$ cat src/rtl/data_mem_arbiter.sv
// Two-master arbiter/sequencer in front of the single-ported data memory.
// Define DATA_MEM_ARBITER_FIXED_PRIO_EN for fixed priority (master 0 wins ties).
module data_mem_arbiter #(
    parameter int unsigned ADDR_WIDTH = 32,
    parameter int unsigned DATA_WIDTH = 32,
    parameter int unsigned MASK_WIDTH = 4
) (
    input  logic                  clk,
    input  logic                  rst,

    input  logic                  m0_req,
    input  logic                  m0_we,
    input  logic [ADDR_WIDTH-1:0] m0_addr,
    input  logic [DATA_WIDTH-1:0] m0_wdata,
    input  logic [MASK_WIDTH-1:0] m0_mask,
    output logic                  m0_ack,
    output logic [DATA_WIDTH-1:0] m0_rdata,
    output logic                  m0_stall,

    input  logic                  m1_req,
    input  logic                  m1_we,
    input  logic [ADDR_WIDTH-1:0] m1_addr,
    input  logic [DATA_WIDTH-1:0] m1_wdata,
    input  logic [MASK_WIDTH-1:0] m1_mask,
    output logic                  m1_ack,
    output logic [DATA_WIDTH-1:0] m1_rdata,

    output logic [ADDR_WIDTH-1:0] mem_addr,
    output logic [DATA_WIDTH-1:0] mem_wdata,
    output logic                  mem_memread,
    output logic                  mem_memwrite,
    output logic [MASK_WIDTH-1:0] mem_sign_mask,
    input  logic [DATA_WIDTH-1:0] mem_read_data,
    input  logic                  mem_clk_stall
);

    typedef enum logic [1:0] {
        StIdle,
        StIssue,
        StRdWait,
        StResp
    } state_e;

    state_e state_q, state_d;

    logic                  cmd_we_q;
    logic                  cmd_id_q;
    logic [ADDR_WIDTH-1:0] cmd_addr_q;
    logic [DATA_WIDTH-1:0] cmd_wdata_q;
    logic [MASK_WIDTH-1:0] cmd_mask_q;

    logic [DATA_WIDTH-1:0] rdata0_q;
    logic [DATA_WIDTH-1:0] rdata1_q;
    logic                  protocol_err;

    logic                  grant;
    logic                  grant_id;
    logic                  sel_we;
    logic [ADDR_WIDTH-1:0] sel_addr;
    logic [DATA_WIDTH-1:0] sel_wdata;
    logic [MASK_WIDTH-1:0] sel_mask;

`ifdef DATA_MEM_ARBITER_FIXED_PRIO_EN
    always_comb begin
        grant_id = ~m0_req;
    end
`else
    logic last_grant_q;

    // Tie goes to whichever master was not served last.
    always_comb begin
        grant_id = 1'b0;
        if (m0_req && m1_req) begin
            grant_id = ~last_grant_q;
        end else if (m1_req) begin
            grant_id = 1'b1;
        end
    end

    always_ff @(posedge clk or posedge rst) begin
        if (rst) begin
            last_grant_q <= 1'b1;
        end else if (grant) begin
            last_grant_q <= grant_id;
        end
    end
`endif

    assign grant = (state_q == StIdle) && (m0_req || m1_req);

    always_comb begin
        if (grant_id) begin
            sel_we    = m1_we;
            sel_addr  = m1_addr;
            sel_wdata = m1_wdata;
            sel_mask  = m1_mask;
        end else begin
            sel_we    = m0_we;
            sel_addr  = m0_addr;
            sel_wdata = m0_wdata;
            sel_mask  = m0_mask;
        end
    end

    always_comb begin
        state_d = state_q;
        unique case (state_q)
            StIdle: begin
                if (m0_req || m1_req) begin
                    state_d = StIssue;
                end
            end
            StIssue: begin
                state_d = cmd_we_q ? StResp : StRdWait;
            end
            StRdWait: begin
                state_d = StResp;
            end
            StResp: begin
                state_d = StIdle;
            end
        endcase
    end

    always_ff @(posedge clk or posedge rst) begin
        if (rst) begin
            state_q <= StIdle;
        end else begin
            state_q <= state_d;
        end
    end

    // Command register doubles as the memory-side address/data/mask drivers,
    // so those outputs hold their last value while idle.
    always_ff @(posedge clk or posedge rst) begin
        if (rst) begin
            cmd_we_q    <= 1'b0;
            cmd_id_q    <= 1'b0;
            cmd_addr_q  <= '0;
            cmd_wdata_q <= '0;
            cmd_mask_q  <= '0;
        end else if (grant) begin
            cmd_we_q    <= sel_we;
            cmd_id_q    <= grant_id;
            cmd_addr_q  <= sel_addr;
            cmd_wdata_q <= sel_wdata;
            cmd_mask_q  <= sel_mask;
        end
    end

    always_ff @(posedge clk or posedge rst) begin
        if (rst) begin
            rdata0_q <= '0;
            rdata1_q <= '0;
        end else if (state_q == StRdWait) begin
            if (cmd_id_q) begin
                rdata1_q <= mem_read_data;
            end else begin
                rdata0_q <= mem_read_data;
            end
        end
    end

    // The memory must be stalling while its read is in flight; flag it if not.
    always_ff @(posedge clk or posedge rst) begin
        if (rst) begin
            protocol_err <= 1'b0;
        end else if ((state_q == StRdWait) && !mem_clk_stall) begin
            protocol_err <= 1'b1;
        end
    end

    assign mem_addr      = cmd_addr_q;
    assign mem_wdata     = cmd_wdata_q;
    assign mem_sign_mask = cmd_mask_q;
    assign mem_memread   = (state_q == StIssue) && !cmd_we_q;
    assign mem_memwrite  = (state_q == StIssue) && cmd_we_q;

    assign m0_ack   = (state_q == StResp) && !cmd_id_q;
    assign m1_ack   = (state_q == StResp) && cmd_id_q;
    assign m0_rdata = rdata0_q;
    assign m1_rdata = rdata1_q;
    assign m0_stall = m0_req && !m0_ack && !rst;

    strobes_exclusive: assert property (
        @(posedge clk) disable iff (rst) !(mem_memread && mem_memwrite));
    acks_exclusive: assert property (
        @(posedge clk) disable iff (rst) !(m0_ack && m1_ack));

endmodule

$ cat config.mk
export PLATFORM = sky130hd
export DESIGN_NAME = data_mem_arbiter
export DESIGN_NICKNAME = d
export VERILOG_FILES = /design/src/rtl/data_mem_arbiter.sv
export SDC_FILE = /design/constraint.sdc
export NUM_CORES = 1
export LEC_CHECK = 0
export CAP_MARGIN = 10
export CORE_MARGIN = 5
export CORE_UTILIZATION = 40
export CTS_BUF_LIST = sky130_fd_sc_hd__clkbuf_4
export DETAILED_ROUTE_END_ITERATION = 10
export PLACE_DENSITY = 0.93
export SLEW_MARGIN = 5
export SYNTH_ARGS = -nofsm -noshare
export SYNTH_HDL_FRONTEND = slang
export SYNTH_SLANG_ARGS = --single-unit
$ cat constraint.sdc
create_clock -name clk -period 6 [get_ports clk]
set_input_delay 1.5 -clock clk [delete_from_list [all_inputs] [get_ports clk]]
set_output_delay 1.5 -clock clk [all_outputs]
set_load 0.01 [all_outputs]
==> impl_metrics.yaml <==
sta:
  setup_viol: 0
  relSlewSlack_pct: 32.53
  finalHoldViolations: 0
  finClkSkew_ns: 0.01373
  maxSlewViolCount: 0
  period_share_pct: 75.20
  worstMarginPinSlew_ns: 1.012
  rsz0062_at_grt: "false"
  holdWs_ns: 0.5185
  fin_crit_ns: 4.512
  fin_ws_ns: 1.488
  setup-tns-final_ns: 0
  max_freq_mhz: 221.6
die:
  io_pins: 312
  start_util_pct: 40.42
  dieHeight_um: 130.5
  core_um2: 14370
  die_w_um: 130.5
  num_rows: 44
  fp.dieArea_um2: 17030
critical_path:
  reg2reg_from: "state_q[0]$_DFFE_PP0P_"
  cpLargestDelayFamily: "buffers and inverters"
  cp_slowest_cell: "clkdlybuf4s50_1"
  critPathBufInv: 2
  crit_chain: "clkdlybuf4s50_1, nor3b_1, clkdlybuf4s50_1"
  critPathLaunch: "m0_req"
  critical-path-max-stage-delay_ns: 0.71
  crit_path_frequent_cell: "clkdlybuf4s50_1"
  crit_path_end_kind: "primary output"
  worstPathArrival_ns: 3.01
  required_ns: 4.50
  criticalPathCategory: "input port to primary output"
  crit_fanout: 7
  start_kind: "input port"
clock_tree:
  clk_pin_slew_worst_paths_ns: 0.13
  clockBufferDepth: 2
  hold_buffers: 0
  cts_inserted_buffers: 17
  h-tree-depth: 4
  cts_tree: "yes"
  clkLatencyLatePin_ns: 0.54
  root_buffer: "clkbuf_4"
  post_cts.repair.setup_buffers: 0
  cts.repair.resized: 0
  cts.sinks: 137
hold_path:
  hp-class: "flop to flop"
  min_from: "m0_rdata[8]$_DFFE_PP0P_"
place:
  gp_congestion: 0.8109
  place_inst: 1005
  post-dp-hpwl_mm: 13.52
  dp_slack_ns: 1.484
  io_buffers: 310
  placed_area_um2: 8984
layout:
  layout_commonest_cell: "clkdlybuf4s50_1"
  finalNetCount: 1020
  fillCellCount: 1065
  stdcell_count: 1037
  mostFrequentLayoutCells: "clkdlybuf4s50_1 (310), a21oi_1 (138), dfrtp_1 (136)"
  fin_area_um2: 9291
  multiInputGateArea_um2: 2152
  drive_gt1_share_pct: 12.90
  diodes: 0
  syn2layout_area_growth_pct: 59.97
  seqCellArea_um2: 3430
power_and_ir_drop:
  p_switching_mw: 1.719
  p_seq_share_pct: 35.0
  switching_share_pct: 36.29
  power.density_nw_per_um2: 509.8
  pwr-share-clk_pct: 13.9
  p_leak_nw: 3.885
  combPwrFrac_pct: 51.1
  p_int_mw: 3.018
  ir_worst_vdd_v: 0.0002180
global_route:
  track_usage_pct: 20.89
  grt_overflow_total: 0
  grt_pass1_vias: 5303
  grt_pass1_wl_mm: 27.38
  grt_max_degree: 112
  antenna_found_initial: 1
yosys:
  synth_top_family_by_area: "compound AO/OA/AOI/OAI gates"
  synth_warnings: 0
  netlist_instances: 542
  synth_area_um2: 5808
  synth_fa_ha_area_share_pct: 1.077
  synthSimpleGateAreaFrac_pct: 9.845
  ys_types: 24
  synthMuxAreaShare_pct: 12.60
  synth-seq-cells: 137
  synth-seq-area-share_pct: 59.05
  avgSynthCellArea_um2: 10.72
  synthesis.nets: 722
  synth_xor_area_share_pct: 0
  synth_compound_area_share_pct: 13.33
route:
  first_pass_iters: 4
  postRouteWirelength_mm: 18.58
  vias_per_cell: 5.039
  postRouteAntennaNets: 0
  via_count: 5225
  drc: 0
  drtIter0Drc: 263
  routedWlPerCell_um: 17.92
run:
  maxCapViolCount: 0
run_status:
  status: "finished, final reports clean"
sequential cells by signal (all words and copies together) (netlist names):
name / cells
m0_rdata: 32
m1_rdata: 32
mem_addr: 32
mem_wdata: 32
mem_sign_mask: 4
state_q: 2
cmd_id_q: 1
cmd_we_q: 1
last_grant_q: 1
per-layer routing:
layer	vias to the layer above	wire length [um]	GRT usage (%)
met1	2484	6715	22.48
met2	251	9107	35.48
li1	2440	-	-
met3	48	2117	9.512
met4	2	628	9.074
met5	-	13	0
kinds of logic after synthesis:
kind of cell               after synthesis
adders and majority gates                5
buffers and inverters                   41
muxes                                   65
and+or+nand+nor                        147
DFF                                    137
AOI/OAI and AO/OA                      147
worst reg2reg max path, delay by kind of cell (launching register included):
kind,cells,cell delay [ns]
fa+ha+maj,1,0.31
compound gates,2,0.84
flops,1,0.45
simple gates,1,0.12
buf+inv,2,0.60
Yosys cell counts:
cell type	number	area share, %
a21oi_1	138	12
dfrtp_1	136	59
nand2_1	70	4.5
nor2_1	70	4.5
mux2_2	63	12
buf_2	25	2.2
buf_6	5	0.97
ha_1	5	1.1
buf_4	4	0.52
clkbuf_1	4	0.26
inv_1	3	0.19
nor2b_1	3	0.32
and2_1	2	0.22
mux2_1	2	0.39
nor3b_1	2	0.26
o31ai_1	2	0.26
a21bo_2	1	0.17
a21boi_4	1	0.32
a21oi_2	1	0.15
a22o_1	1	0.15
a31oi_1	1	0.11
dfstp_2	1	0.45
o21a_1	1	0.13
o21ai_2	1	0.15
area by class of cell:
class,count,area share [%]
Clock inverter,15,1.939
Inverter,3,0.1751
Timing Repair Buffer,317,33.96
Multi-Input combinational cell,364,23.16
Sequential cell,137,36.91
Tap cell,184,2.478
Clock buffer,17,1.374
power groups by stage:
stage	Combinational (mW)	Sequential (mW)	Clock, mW
3_3_place_gp	2.38	1.65	0
4_1_cts	2.46	1.66	0.679
2_1_floorplan	0.939	1.87	0
6_report	2.42	1.66	0.658
3_5_place_dp	2.44	1.68	0
5_1_grt	2.61	1.71	0.713
final timing paths:
path / endpoint / depth (start not counted) / slack [ns]
max: m0_stall / 3 / 1.49
min: m0_rdata[8]$_DFFE_PP0P_ / 1 / 0.52
max reg2reg: mem_wdata[19]$_DFFE_PP0P_ / 6 / 3.61
min reg2reg: m0_rdata[8]$_DFFE_PP0P_ / 1 / 0.52
max in group asynchronous: mem_wdata[14]$_DFFE_PP0P_ / 3 / 3.46
min in group asynchronous: m0_rdata[19]$_DFFE_PP0P_ / 2 / 1.61
metrics by stage:
| stage | util (%) | total power [mW] |
|---|---|---|
| 4_1_cts | 64.66 | 4.797 |
| 3_5_place_dp | 62.52 | 4.129 |
| 6_report | 64.66 | 4.737 |
| 2_1_floorplan | - | 2.811 |
| 3_3_place_gp | 62.52 | 4.027 |
| 5_1_grt | 64.66 | 5.034 |
Power figures use the tool's default switching activity.
